===== src/rtl/log_ctrl_pkg.sv =====
// Shared state encoding and default sizing for the sample-logger readout sequencer.
package log_ctrl_pkg;

  localparam int BRAM_ADDR_WIDTH_DEF = 15;
  localparam int BRAM_DATA_WIDTH_DEF = 16;
  localparam int READ_LAT_DEF        = 2;
  localparam int READ_LAT_MAX        = 7;
  localparam int TIMEOUT_CYC_DEF     = 2**20;
  localparam int LAT_CNT_W           = 3;
  localparam int TMO_CNT_W           = 21;

  localparam logic [2:0] ENC_IDLE      = 3'd0;
  localparam logic [2:0] ENC_ARM       = 3'd1;
  localparam logic [2:0] ENC_WAIT_FULL = 3'd2;
  localparam logic [2:0] ENC_ENTER_RD  = 3'd3;
  localparam logic [2:0] ENC_WAIT_RD   = 3'd4;
  localparam logic [2:0] ENC_PRESENT   = 3'd5;
  localparam logic [2:0] ENC_DONE      = 3'd6;

  typedef enum logic [2:0] {
    ST_IDLE      = ENC_IDLE,
    ST_ARM       = ENC_ARM,
    ST_WAIT_FULL = ENC_WAIT_FULL,
    ST_ENTER_RD  = ENC_ENTER_RD,
    ST_WAIT_RD   = ENC_WAIT_RD,
    ST_PRESENT   = ENC_PRESENT,
    ST_DONE      = ENC_DONE
  } state_t;

endpackage


===== src/rtl/log_rd_pacer.sv =====
// Read-latency pacer: counts out the logger read latency, captures the word and
// holds it with valid until the consumer accepts it.
module log_rd_pacer
  import log_ctrl_pkg::*;
#(
  parameter int DATA_W   = 32,
  parameter int READ_LAT = READ_LAT_DEF
) (
  input  logic              clk,
  input  logic              i_rst_n,
  input  logic              i_load,
  input  logic              i_count,
  input  logic              i_accept,
  input  logic              i_clear,
  input  logic [DATA_W-1:0] i_data,
  output logic              o_fire,
  output logic [DATA_W-1:0] o_data,
  output logic              o_valid
);

  logic [LAT_CNT_W-1:0] lat_cnt;

  // Counting READ_LAT down to zero spans READ_LAT+1 cycles, so the capture lands
  // on the first cycle the logger output reflects the new address.
  assign o_fire = i_count && (lat_cnt == '0) && !i_clear;

  always_ff @(posedge clk or negedge i_rst_n) begin
    if (!i_rst_n) begin
      lat_cnt <= '0;
      o_data  <= '0;
      o_valid <= 1'b0;
    end else begin
      if (i_load)
        lat_cnt <= LAT_CNT_W'(READ_LAT);
      else if (i_count && (lat_cnt != '0))
        lat_cnt <= lat_cnt - 1'b1;

      if (o_fire)
        o_data <= i_data;

      if (i_clear || i_accept)
        o_valid <= 1'b0;
      else if (o_fire)
        o_valid <= 1'b1;
    end
  end

endmodule


===== src/rtl/log_readout_ctrl.sv =====
// Capture/readout sequencer for the two-bank sample logger.
// Define LOG_RO_TIMEOUT_EN to add the WAIT_FULL watchdog and sticky o_error.
//
// state     | meaning
// IDLE      | waiting for i_start
// ARM       | o_run_log pulse, logger starts capturing
// WAIT_FULL | waiting for i_mem_full (first cycle ignored)
// ENTER_RD  | o_read_log pulse, address 0, latency counter loaded
// WAIT_RD   | counting out read latency, capture word at zero
// PRESENT   | o_valid held until i_ready
// DONE      | one-cycle o_done
module log_readout_ctrl
  import log_ctrl_pkg::*;
#(
  parameter int BRAM_ADDR_WIDTH = BRAM_ADDR_WIDTH_DEF,
  parameter int BRAM_DATA_WIDTH = BRAM_DATA_WIDTH_DEF,
  parameter int READ_LAT        = READ_LAT_DEF,
  parameter int TIMEOUT_CYC     = TIMEOUT_CYC_DEF
) (
  input  logic                         clk,
  input  logic                         i_rst_n,
  input  logic                         i_start,
  input  logic                         i_abort,
  input  logic [BRAM_ADDR_WIDTH-1:0]   i_read_len,
  input  logic                         i_mem_full,
  input  logic [2*BRAM_DATA_WIDTH-1:0] i_data_log,
  output logic                         o_run_log,
  output logic                         o_read_log,
  output logic [BRAM_ADDR_WIDTH-1:0]   o_addr_log,
  output logic [2*BRAM_DATA_WIDTH-1:0] o_data,
  output logic                         o_valid,
  input  logic                         i_ready,
  output logic                         o_busy,
  output logic                         o_done,
  output logic                         o_error
);

  localparam int DW = 2*BRAM_DATA_WIDTH;
  localparam logic [TMO_CNT_W-1:0] TMO_LAST = TMO_CNT_W'(TIMEOUT_CYC - 1);

  state_t                     state;
  logic [BRAM_ADDR_WIDTH-1:0] len_q;
  logic                       first_wait;
  logic                       full_seen;
  logic                       fire;
  logic                       handshake;
  logic                       last_word;
  logic                       pacer_load;
  logic                       start_ok;
  logic                       tmo_hit;

  assign start_ok   = i_start && !i_abort && ((state == ST_IDLE) || (state == ST_DONE));
  assign full_seen  = (state == ST_WAIT_FULL) && !first_wait && i_mem_full;
  assign handshake  = (state == ST_PRESENT) && o_valid && i_ready && !i_abort;
  // Termination is tested before the increment, so an all-ones length never wraps.
  assign last_word  = (o_addr_log == len_q);
  assign pacer_load = !i_abort && ((state == ST_ENTER_RD) || (handshake && !last_word));

  assign o_busy = (state != ST_IDLE) && (state != ST_DONE);
  assign o_done = (state == ST_DONE);

  log_rd_pacer #(
    .DATA_W  (DW),
    .READ_LAT(READ_LAT)
  ) u_pacer (
    .clk     (clk),
    .i_rst_n (i_rst_n),
    .i_load  (pacer_load),
    .i_count (state == ST_WAIT_RD),
    .i_accept(handshake),
    .i_clear (i_abort),
    .i_data  (i_data_log),
    .o_fire  (fire),
    .o_data  (o_data),
    .o_valid (o_valid)
  );

`ifdef LOG_RO_TIMEOUT_EN
  logic [TMO_CNT_W-1:0] tmo_cnt;
  logic                 error_q;

  assign tmo_hit = (state == ST_WAIT_FULL) && !full_seen && (tmo_cnt == TMO_LAST);
  assign o_error = error_q;

  always_ff @(posedge clk or negedge i_rst_n) begin
    if (!i_rst_n) begin
      tmo_cnt <= '0;
      error_q <= 1'b0;
    end else begin
      tmo_cnt <= (state == ST_WAIT_FULL) ? tmo_cnt + 1'b1 : '0;
      if (start_ok)
        error_q <= 1'b0;
      else if (tmo_hit && !i_abort)
        error_q <= 1'b1;
    end
  end
`else
  // Timeout length only matters when the watchdog is built in.
  logic unused_tmo_cfg;
  assign unused_tmo_cfg = ^TMO_LAST;
  assign tmo_hit = 1'b0;
  assign o_error = 1'b0;
`endif

  always_ff @(posedge clk or negedge i_rst_n) begin
    if (!i_rst_n) begin
      state      <= ST_IDLE;
      len_q      <= '0;
      o_addr_log <= '0;
      o_run_log  <= 1'b0;
      o_read_log <= 1'b0;
      first_wait <= 1'b0;
    end else begin
      o_run_log  <= 1'b0;
      o_read_log <= 1'b0;
      if (i_abort) begin
        state <= ST_IDLE;
      end else begin
        case (state)
          ST_IDLE, ST_DONE: begin
            if (i_start) begin
              len_q     <= i_read_len;
              o_run_log <= 1'b1;
              state     <= ST_ARM;
            end else begin
              state <= ST_IDLE;
            end
          end
          ST_ARM: begin
            first_wait <= 1'b1;
            state      <= ST_WAIT_FULL;
          end
          ST_WAIT_FULL: begin
            first_wait <= 1'b0;
            if (full_seen) begin
              o_read_log <= 1'b1;
              o_addr_log <= '0;
              state      <= ST_ENTER_RD;
            end else if (tmo_hit) begin
              state <= ST_IDLE;
            end
          end
          ST_ENTER_RD: state <= ST_WAIT_RD;
          ST_WAIT_RD: begin
            if (fire)
              state <= ST_PRESENT;
          end
          ST_PRESENT: begin
            if (handshake) begin
              if (last_word) begin
                state <= ST_DONE;
              end else begin
                o_addr_log <= o_addr_log + 1'b1;
                state      <= ST_WAIT_RD;
              end
            end
          end
          default: state <= ST_IDLE;
        endcase
      end
    end
  end

endmodule

===== config.mk =====
export PLATFORM = sky130hd
export DESIGN_NAME = log_readout_ctrl
export DESIGN_NICKNAME = d
export VERILOG_FILES = /design/src/rtl/log_ctrl_pkg.sv /design/src/rtl/log_rd_pacer.sv /design/src/rtl/log_readout_ctrl.sv
export SDC_FILE = /design/constraint.sdc
export NUM_CORES = 1
export LEC_CHECK = 0
export ABC_AREA = 1
export CORE_MARGIN = 3
export CORE_UTILIZATION = 51
export CTS_CLUSTER_DIAMETER = 150
export DETAILED_ROUTE_END_ITERATION = 16
export PLACE_DENSITY = 0.86
export SYNTH_ARGS = -nofsm -noshare
export SYNTH_HDL_FRONTEND = slang
export SYNTH_HIERARCHICAL = 1
export SYNTH_SLANG_ARGS = --single-unit

===== constraint.sdc =====
create_clock -name clk -period 2.6 [get_ports clk]
set_input_delay 0.78 -clock clk [delete_from_list [all_inputs] [get_ports clk]]
set_output_delay 0.78 -clock clk [all_outputs]
set_load 0.005 [all_outputs]

# --- Yosys cells after proc, flatten, opt, wreduce, memory -nomap -nowiden ---
# Cells that the tools add are included.
totals:
  input_bits: 53
  out_inout_bits: 53
  regBits: 72
  word_cells: 77
classes:
  n_addsub: 2
  mux: 22
  n_reduce_logical: 29
  n_bitwise: 1
  eq_ne: 14
op_table:
  columns: ["op", "n"]
  rows:
  - ["15-bit two-way mux", 3]
  - ["15-bit one-hot mux with 2 select lines", 1]
  - ["3-bit two-way mux", 6]
  - ["3-bit one-hot mux with 6 select lines", 1]
  - ["15-bit by 1-bit adder with 15-bit output (second input constant)", 1]
  - ["15-bit == test", 1]
  - ["3-bit inequality test (second input constant)", 4]
  - ["1-bit logical AND", 11]
  - ["3-bit == test (second input constant)", 3]
  - ["1-bit two-way mux", 9]
  - ["2-bit nonzero test", 4]
  - ["3-bit by 2-bit == test with 1-bit output (second input constant)", 2]
  - ["3-bit logical NOT", 2]
  - ["2-bit inequality test (second input constant)", 3]
  - ["3-bit AND reduction", 2]
  - ["3-bit nonzero test", 2]
  - ["5-bit AND reduction", 1]
  - ["3-bit by 1-bit == test with 1-bit output (second input constant)", 1]
  - ["1-bit logical NOT", 3]
  - ["3-bit by 1-bit subtractor with 3-bit output (second input constant)", 1]
  - ["1-bit logical OR", 2]
  - ["2-bit two-way mux", 1]
  - ["1-bit one-hot mux with 2 select lines", 1]
  - ["2-bit AND reduction", 1]
  - ["other kinds (2)", 2]

# --- Depth between registers and ports, before layout ---
logic_depth:
  ltp_word: 8
  depth_mapped: 12
  ltp_nobuf: 11

# --- Cells and area by module ---
# Netlist, hierarchy kept.
modules_own_cells:
  columns: ["module", "area_each_um2", "cells_per_inst", "instances", "seq_area_each_um2"]
  rows:
  - ["log_readout_ctrl", 2095.8, 293, 1, 900.9]
  - ["log_rd_pacer", 1477.7, 168, 1, 900.9]

# --- Worst setup path after synthesis ---
# Ideal clock, no wire load.
synth_path:
  path_kind: "input to register"
  from: "input i_ready"
  to: "register u_pacer.lat_cnt[0]"
  arrival_time_ps: 1678
  setup_slack_ps: 804
  setup_time_ps: 117
  path_stages: 7
  path_buffers: 0
  t_required_ps: 2483
  cell_sequence: "nand2_1 nor4_4 a21boi_4 o21bai_1 inv_1 nand3_1 nand2_1"
synth_between:
  elab_chain_len: 6
  word_cells_on_any_way: 7
  cone_classes: "mux (1); reduce/logical (6)"
synth_lines:
  columns: ["item", "line", "rtl"]
  rows:
  - ["start, declared", "log_readout_ctrl.sv:32", "input logic i_ready,"]
  - ["1-bit logical AND (*) (2 in series)", "log_readout_ctrl.sv:54", "assign handshake = (state == ST_PRESENT) && o_valid && i_ready && !i_abort;"]
  - ["via handshake", "log_readout_ctrl.sv:46", "logic handshake;"]
  - ["1-bit logical AND (*)", "log_readout_ctrl.sv:57", "assign pacer_load = !i_abort && ((state == ST_ENTER_RD) || (handshake && !last_word));"]
  - ["1-bit logical OR (*)", "log_readout_ctrl.sv:57", null]
  - ["1-bit logical AND (*)", "log_readout_ctrl.sv:57", null]
  - ["via pacer_load", "log_readout_ctrl.sv:48", "logic pacer_load;"]
  - ["3-bit two-way mux / 2-bit nonzero test (equally long branches)", null, null]
  - ["end signal, assigned", "log_rd_pacer.sv:34", "lat_cnt <= LAT_CNT_W'(READ_LAT);"]
  - ["end signal, assigned", "log_rd_pacer.sv:36", "lat_cnt <= lat_cnt - 1'b1;"]
  - ["end, declared", "log_rd_pacer.sv:21", "logic [LAT_CNT_W-1:0] lat_cnt;"]
# Mark *: on every way through the listed nets, which the timed path passes. The rest lies on a longest branch.
# A chain may end at the register's enable or synchronous reset.

# --- Final worst setup path ---
layout_path:
  from: "register state[2]"
  to: "output o_busy"
layout_between:
  elab_chain_len: 2
  word_cells_on_any_way: 3
  cone_classes: "eq/ne (1); reduce/logical (2)"
layout_lines:
  columns: ["item", "line", "rtl"]
  rows:
  - ["start, declared", "log_readout_ctrl.sv:41", "state_t state;"]
  - ["start signal, assigned", "log_readout_ctrl.sv:107", "state <= ST_IDLE;"]
  - ["start signal, assigned", "log_readout_ctrl.sv:117", "state <= ST_IDLE;"]
  - ["start signal, assigned", "log_readout_ctrl.sv:124", "state <= ST_ARM;"]
  - ["3-bit inequality test / 3-bit nonzero test (equally long branches)", "log_readout_ctrl.sv:59", "assign o_busy = (state != ST_IDLE) && (state != ST_DONE);"]
  - ["1-bit logical AND (*)", "log_readout_ctrl.sv:59", null]
  - ["end, declared", "log_readout_ctrl.sv:33", "output logic o_busy,"]
# Mark *: on every way between the ends. The rest lies on a longest branch, timed or not.

==> reports/results.tsv <==
stage	metric	value	unit
status	status	finished clean	
logic_synthesis	synthDistinctLibCells	33	
critical_path	max_stage_delay	0.44	ns
pwr	vdd_drop_max	0.584	mV
placed_design	post-dp-hpwl	6360	um
clocking	ctsResizeCount	0	
layout	syn_to_final_growth	38.5	%
critical_path	cp_num_buf_inv	2	
layout	layout-drive-gt1-share	0.0867	
critical_path	path_depth	5	
layout	multiInputGateArea	1490	um2
logic_synthesis	synth_top_area_share	0.504	
clocking	clock_latency	0.35	ns
logic_synthesis	yosysTopAreaCell	dfrtp_1	
pwr	power.density	803	nW/um2
critical_path	r2r_slack	0.74	ns
critical_path	r2r_cells	8	
critical_path	slowest_stage	dfrtp_1	
logic_synthesis	synth_seq_cells	72	
sta	layout_setup_ws	0.194	ns
logic_synthesis	synth_fp_nets	517	
critical_path	crit_arrival	1.63	ns
layout	n_fill_cell	497	
logic_synthesis	synth_area_per_cell	7.75	um2
sta	worstMarginPinSlew	0.578	ns
layout	seqCellArea	1800	um2
die	start_util	0.544	
detailed_routing	antenna_left	0	
layout	stdcell_count	670	
detailed_routing	dr.first_iter.drc_count	186	
clocking	clock_tree.buffer_depth	2	
worst_hold_path	min_path_type	in -> async	
global_route	grt_max_degree	33	
logic_synthesis	synth-edff-count	0	
detailed_routing	via_per_inst	4.86	
detailed_routing	drc_errors	0	
clocking	cts-hold-fix-buffers	0	
die	die_w	89.7	um
critical_path	timing.rr.end	u_pacer/o_data[0]	
critical_path	crit_type	reg -> out	
logic_synthesis	seq_area_frac_synth	0.504	
logic_synthesis	synth_commonest_cells	nand2_1 (219), dfrtp_1 (72), inv_1 (41), nor2_1 (24), nand3_1 (22)	
critical_path	crit_fanout	5	
logic_synthesis	yosysMostFrequentCell	nand2_1	
placed_design	place_inst	654	
logic_synthesis	synthMuxAreaShare	0.00315	
global_route	grt_usage	0.223	
detailed_routing	routed_wl	8660	um
logic_synthesis	synth-adder-area-share	0.0105	
die	io_pins	106	
placed_design	place.port_buffers	104	
clocking	numClockSinks	72	
sta	hold_viol	0	
logic_synthesis	syn_area	3570	um2
placed_design	dp_slack	0.215	ns
logic_synthesis	ys_top_cells_by_area	dfrtp_1 (50%), nand2_1 (23%), inv_1 (4.3%)	
logic_synthesis	synth_xor_area_frac	0.0172	
critical_path	endpoint_kind	primary output	
detailed_routing	routedWlPerCell	12.9	um
critical_path	crit_top_cell	nand2_1	
sta	skew	0.0131	ns
logic_synthesis	synth-compound-area-share	0.0473	
logic_synthesis	yosysWarnings	6	
global_route	grt_pass1_vias	3173	
sta	min_period	2.41	ns
logic_synthesis	synthArstFlopShare	1.00	
global_route	grt_pass1_wl	14800	um
critical_path	cp-start-kind	flip-flop	
logic_synthesis	synthSimpleGateAreaFrac	0.339	
die	core_area	6570	um2
sta	finalCritPeriodShare	0.925	
clocking	post_cts_buffers	0	
clocking	cts.htree.levels	3	
sta	max_freq	0.416	GHz
placed_design	place_congestion	0.943	
die	die-area	8050	um2
logic_synthesis	synth-main-ff-cell	dfrtp_1	
die	die_h	89.7	um
critical_path	critPathTopFamily	buffers and inverters	
clocking	tritoncts	built	
clocking	clock_tree.root_cell	clkbuf_8	
run	cap_viol_max_count	0	
sta	setup_viol	0	
layout	n_antenna_cell	0	
clocking	clk_pin_slew_worst_paths	0.09	ns
pwr	leakage	2.41	nW
critical_path	endpoint	o_busy	
logic_synthesis	synth_top_family_by_area	simple AND/OR/NAND/NOR gates	
critical_path	r2r_start	state[1]	
global_route	grt_antenna_before_repair	0	
die	num_rows	29	
detailed_routing	vias	3254	
logic_synthesis	synthCells	461	
layout	nets	628	
pwr	finalPower	3.98	mW
critical_path	crit_chain	nand2_1 > inv_1 > nor2_1 > nand2_1 > clkdlybuf4s50_1	
sta	drv_slew	0	
detailed_routing	first_pass_iters	4	
critical_path	cp.required	1.82	ns
sta	slew_headroom	0.615	
sta	fin_tns_setup	0	ns
global_route	overflow	0	
clocking	cts_inserted_buffers	9	
critical_path	crit_start	state[2]	
sta	rsz0062_at_grt	no	
-- layer usage --
| layer | wire length, um | GRT usage | vias to the layer above |
|---|---|---|---|
| met4 | 134 | 0.0907 | 0 |
| met5 | 0 | 0 | - |
| li1 | - | - | 1626 |
| met2 | 4080 | 0.352 | 115 |
| met3 | 499 | 0.0442 | 9 |
| met1 | 3950 | 0.304 | 1504 |
-- how the worst min path moves through the flow --
stage | to | cells after the start | startpoint | slack [ns]
after floorplan | o_read_log | 1 | first_wait | 0.43
after global placement | o_read_log | 1 | first_wait | 0.45
after detailed placement | o_read_log | 1 | first_wait | 0.45
after CTS | u_pacer/o_data[2] | 1 | i_rst_n | 0.42
after global routing | u_pacer/o_data[0] | 1 | i_rst_n | 0.44
final | u_pacer/o_data[3] | 1 | i_rst_n | 0.42
-- cell families after synthesis --
family,count (synthesis)
flip-flops,72
multiplexers,1
adder cells (fa/ha/maj),3
other,1
XOR/XNOR,7
AND/OR/NAND/NOR,289
buffers and inverters,60
AO/OA/AOI/OAI,28
-- state kept, by name, summed over array words and instances (netlist names) --
name and count:
len_q 15, o_addr_log 15, state 3, o_run_log 1
first_wait 1, u_pacer/o_data 32, u_pacer/o_valid 1, o_read_log 1
u_pacer/lat_cnt 3
-- stage by stage --
step	util	hold slack, ns	instance area [um2]
floorplan	-	0.432	3570
global placement	0.719	0.451	4720
detailed placement	0.719	0.451	4720
CTS	0.753	0.417	4950
global route	0.753	0.442	4950
finish	0.753	0.421	4950
-- power breakdown --
group	switching, mW	internal, mW	total (mW)
clock network	0.459	0.550	1.01
logic	0.596	0.716	1.31
registers	0.188	1.47	1.65
-- worst register-to-register path: cells and delay by family, from the launching register on --
family	cells	cell delay [ns]
buffers and inverters	2	0.44
and+or+nand+nor	6	0.99
DFF	1	0.40
-- cell usage in the layout (no fill, tap or decap), types with 5 or more instances in the layout --
cell,n
inv_1,41
nand2_2,7
nor2_1,24
inv_2,7
nand2_1,219
dfrtp_1,72
nand3_1,22
xor2_1,6
clkbuf_8,9
nor3_1,6
buf_4,5
clkdlybuf4s50_1,103
o21ai_0,20
-- final cells by class --
type,count,share of cell area
tap,93,0.0235
sequential,72,0.364
inverter,48,0.0364
clock inverter,7,0.0202
multi-input combinational,329,0.302
clock buffer,9,0.0250
timing repair buffer,112,0.229
No activity file was read; power rests on OpenSTA's default activity.
==> RTL edit: new RTL, same flow settings <==
Change the package constant `BRAM_ADDR_WIDTH_DEF` from 15 to 14.
--- a/src/rtl/log_ctrl_pkg.sv
+++ b/src/rtl/log_ctrl_pkg.sv
@@ -1,7 +1,7 @@
 // Shared state encoding and default sizing for the sample-logger readout sequencer.
 package log_ctrl_pkg;
 
-  localparam int BRAM_ADDR_WIDTH_DEF = 15;
+  localparam int BRAM_ADDR_WIDTH_DEF = 14;
   localparam int BRAM_DATA_WIDTH_DEF = 16;
   localparam int READ_LAT_DEF        = 2;
   localparam int READ_LAT_MAX        = 7;
Interface: changed (resized i_read_len and o_addr_log); port bits go from 106 to 104. No check against the original RTL was run, so the function may have changed too.
==> RTL edit against the original RTL <==
  * Area after synthesis is 0.88% higher
  * Non-clock buffer count is 5 lower
  * Final area is 2.1% lower
  * Setup slack worse by 52 ps
  * Count of clock-buffer cells in the layout stayed put
  * Via count is 4.4% higher
  * Power is 5.0% lower
  * Die area is 0.82% higher
  * Sequential cell count is 2 lower
  * Wire length is 6.9% higher
  * Sequential share of layout area is 0.24 points lower
  * Largest cell class unchanged
==> RTL edit: results (changes against the original RTL) <==
| Metric | Value |
|---|---|
| Outcome | `completed (unchanged)` |
| Internal power | `0.002565 W (was 0.002733 W)` |
| Post-synthesis cell type count | `30 (was 33)` |
| H-tree Lvls | `3 (unchanged)` |
| 1st-iter DRT viols | `318 (was 186)` |
| Synth cell count leaders | `219 x nand2_1, 70 x dfrtp_1, 39 x inv_1 (was 219 x nand2_1, 72 x dfrtp_1, 41 x inv_1)` |
| Sequential area share after synthesis | `0.4859 (was 0.5042)` |
| Largest net degree at the start of global routing | `71 (was 33)` |
| Layout Nets | `638 (was 628)` |
| Fin Clk Skew | `10.18 ps (was 13.08 ps)` |
| Layout cell share with drive strength beyond 1 | `0.08020 (was 0.08666)` |
| DRT Pass-1 Iters | `5 (was 4)` |
| CP peak stage delay | `460 ps (was 440 ps)` |
| DR vias/cell | `4.979 (was 4.857)` |
| WHS | `439.5 ps (was 420.6 ps)` |
| Largest cells by area after synthesis | `dfrtp_1 49%, nand2_1 23%, inv_1 4.1%, nor2_1 3.7%, nand3_1 2.5% (was dfrtp_1 50%, nand2_1 23%, inv_1 4.3%, nand3_1 3.1%, o21ai_0 2.8%)` |
| Peak VDD IR | `0.0004532 V (was 0.0005839 V)` |
| RR Endpoint | `u_pacer/lat_cnt[0] (was u_pacer/o_data[0])` |
| GP Congestion | `0.9138 (was 0.9430)` |
| Mapped Nets | `536 (was 517)` |
| Leakage | `2.330 nW (was 2.412 nW)` |
| Critical Path Fanout Max | `6 (was 5)` |
| Hpwl dp | `6555 µm (was 6360 µm)` |
| Worst Setup Slack post-DPL | `315.6 ps (was 214.6 ps)` |
| Global-route wire length before repair | `15730 µm (was 14800 µm)` |
| R2r worst-path depth | `10 (was 8)` |
| R2r setup slk | `760 ps (was 740 ps)` |
| Number of global-route vias before repair | `3278 (was 3173)` |
| GRT Util Overall | `0.2376 (was 0.2232)` |
| PortBufs | `102 (was 104)` |
| Largest regs | `u_pacer/o_data x32, len_q x14, o_addr_log x14 (was u_pacer/o_data x32, len_q x15, o_addr_log x15)` |
RTL edit: changes by cell type in the layout (fill, tap and decap cells not counted), sizes merged, moves of 3 or more:
cell and delta:
buf -3, nand3 -4, xor2 -5, nor2 +11, a21oi +5, nand4 +13
inv -3
RTL edit: cell type report:
cell class              instances  share of cell area
flip-flops and latches         70              0.3617
multi-input cells             346              0.3188
inverters                      49             0.03823
clock buffers                   9             0.02557
clock inverters                 5             0.01085
repair buffers                107              0.2201
well taps                      96             0.02480
RTL edit: critical path: cells and delay by family, from the launching register on:
family | cells | cell delay (ps)
flip-flops | 1 | 460
AND/OR/NAND/NOR | 3 | 330
buffers and inverters | 3 | 540
RTL edit: power by group through the flow:
stage,sequential (W),combinational [W],clock [W]
6_report,0.00164,0.00131,0.000833
4_1_cts,0.00164,0.00132,0.000841
3_5_place_dp,0.00164,0.00131,0
2_1_floorplan,0.00164,0.000608,0
5_1_grt,0.00168,0.00146,0.000894
3_3_place_gp,0.00163,0.00126,0
RTL edit: per-stage QoR:
stage                     instance area, µm²  cells  utilization
after floorplan                         3605    481            -
after global placement                  4667    668       0.6832
after detailed placement                4667    668       0.6832
after CTS                               4843    682       0.7090
after global routing                    4843    682       0.7090
final                                   4843    682       0.7090
RTL edit: routing by layer:
layer  routed length, µm  GRT usage  vias up  share of wire
met4                 136    0.07270        0          0.015
met2                4742     0.3976       97           0.51
met5                   0          0        -              0
li1                    -          -     1698              -
met1                3990     0.3097     1586           0.43
met3                 391    0.05105       15          0.042
RTL edit: worst max-delay path by stage:
| stage | from | to | slack, ps |
|---|---|---|---|
| global route | state[1] | o_busy | 9 |
| global placement | i_abort | o_addr_log[3] | 370 |
| floorplan | u_pacer/lat_cnt[0] | state[1] | 880 |
| detailed placement | i_abort | len_q[4] | 320 |
| finish | state[1] | o_busy | 140 |
| CTS | state[1] | o_busy | 140 |
RTL edit: cells by family (layout without fill, tap and decap cells):
kind of cell,count (synthesis),in the layout,synth area share
compound gates,32,32,0.05172
xor+xnor,3,3,0.007290
fa+ha+maj,3,3,0.01041
buf+inv,65,170,0.08573
flops,70,70,0.4859
other cells,1,1,0.001040
simple gates,307,307,0.3579
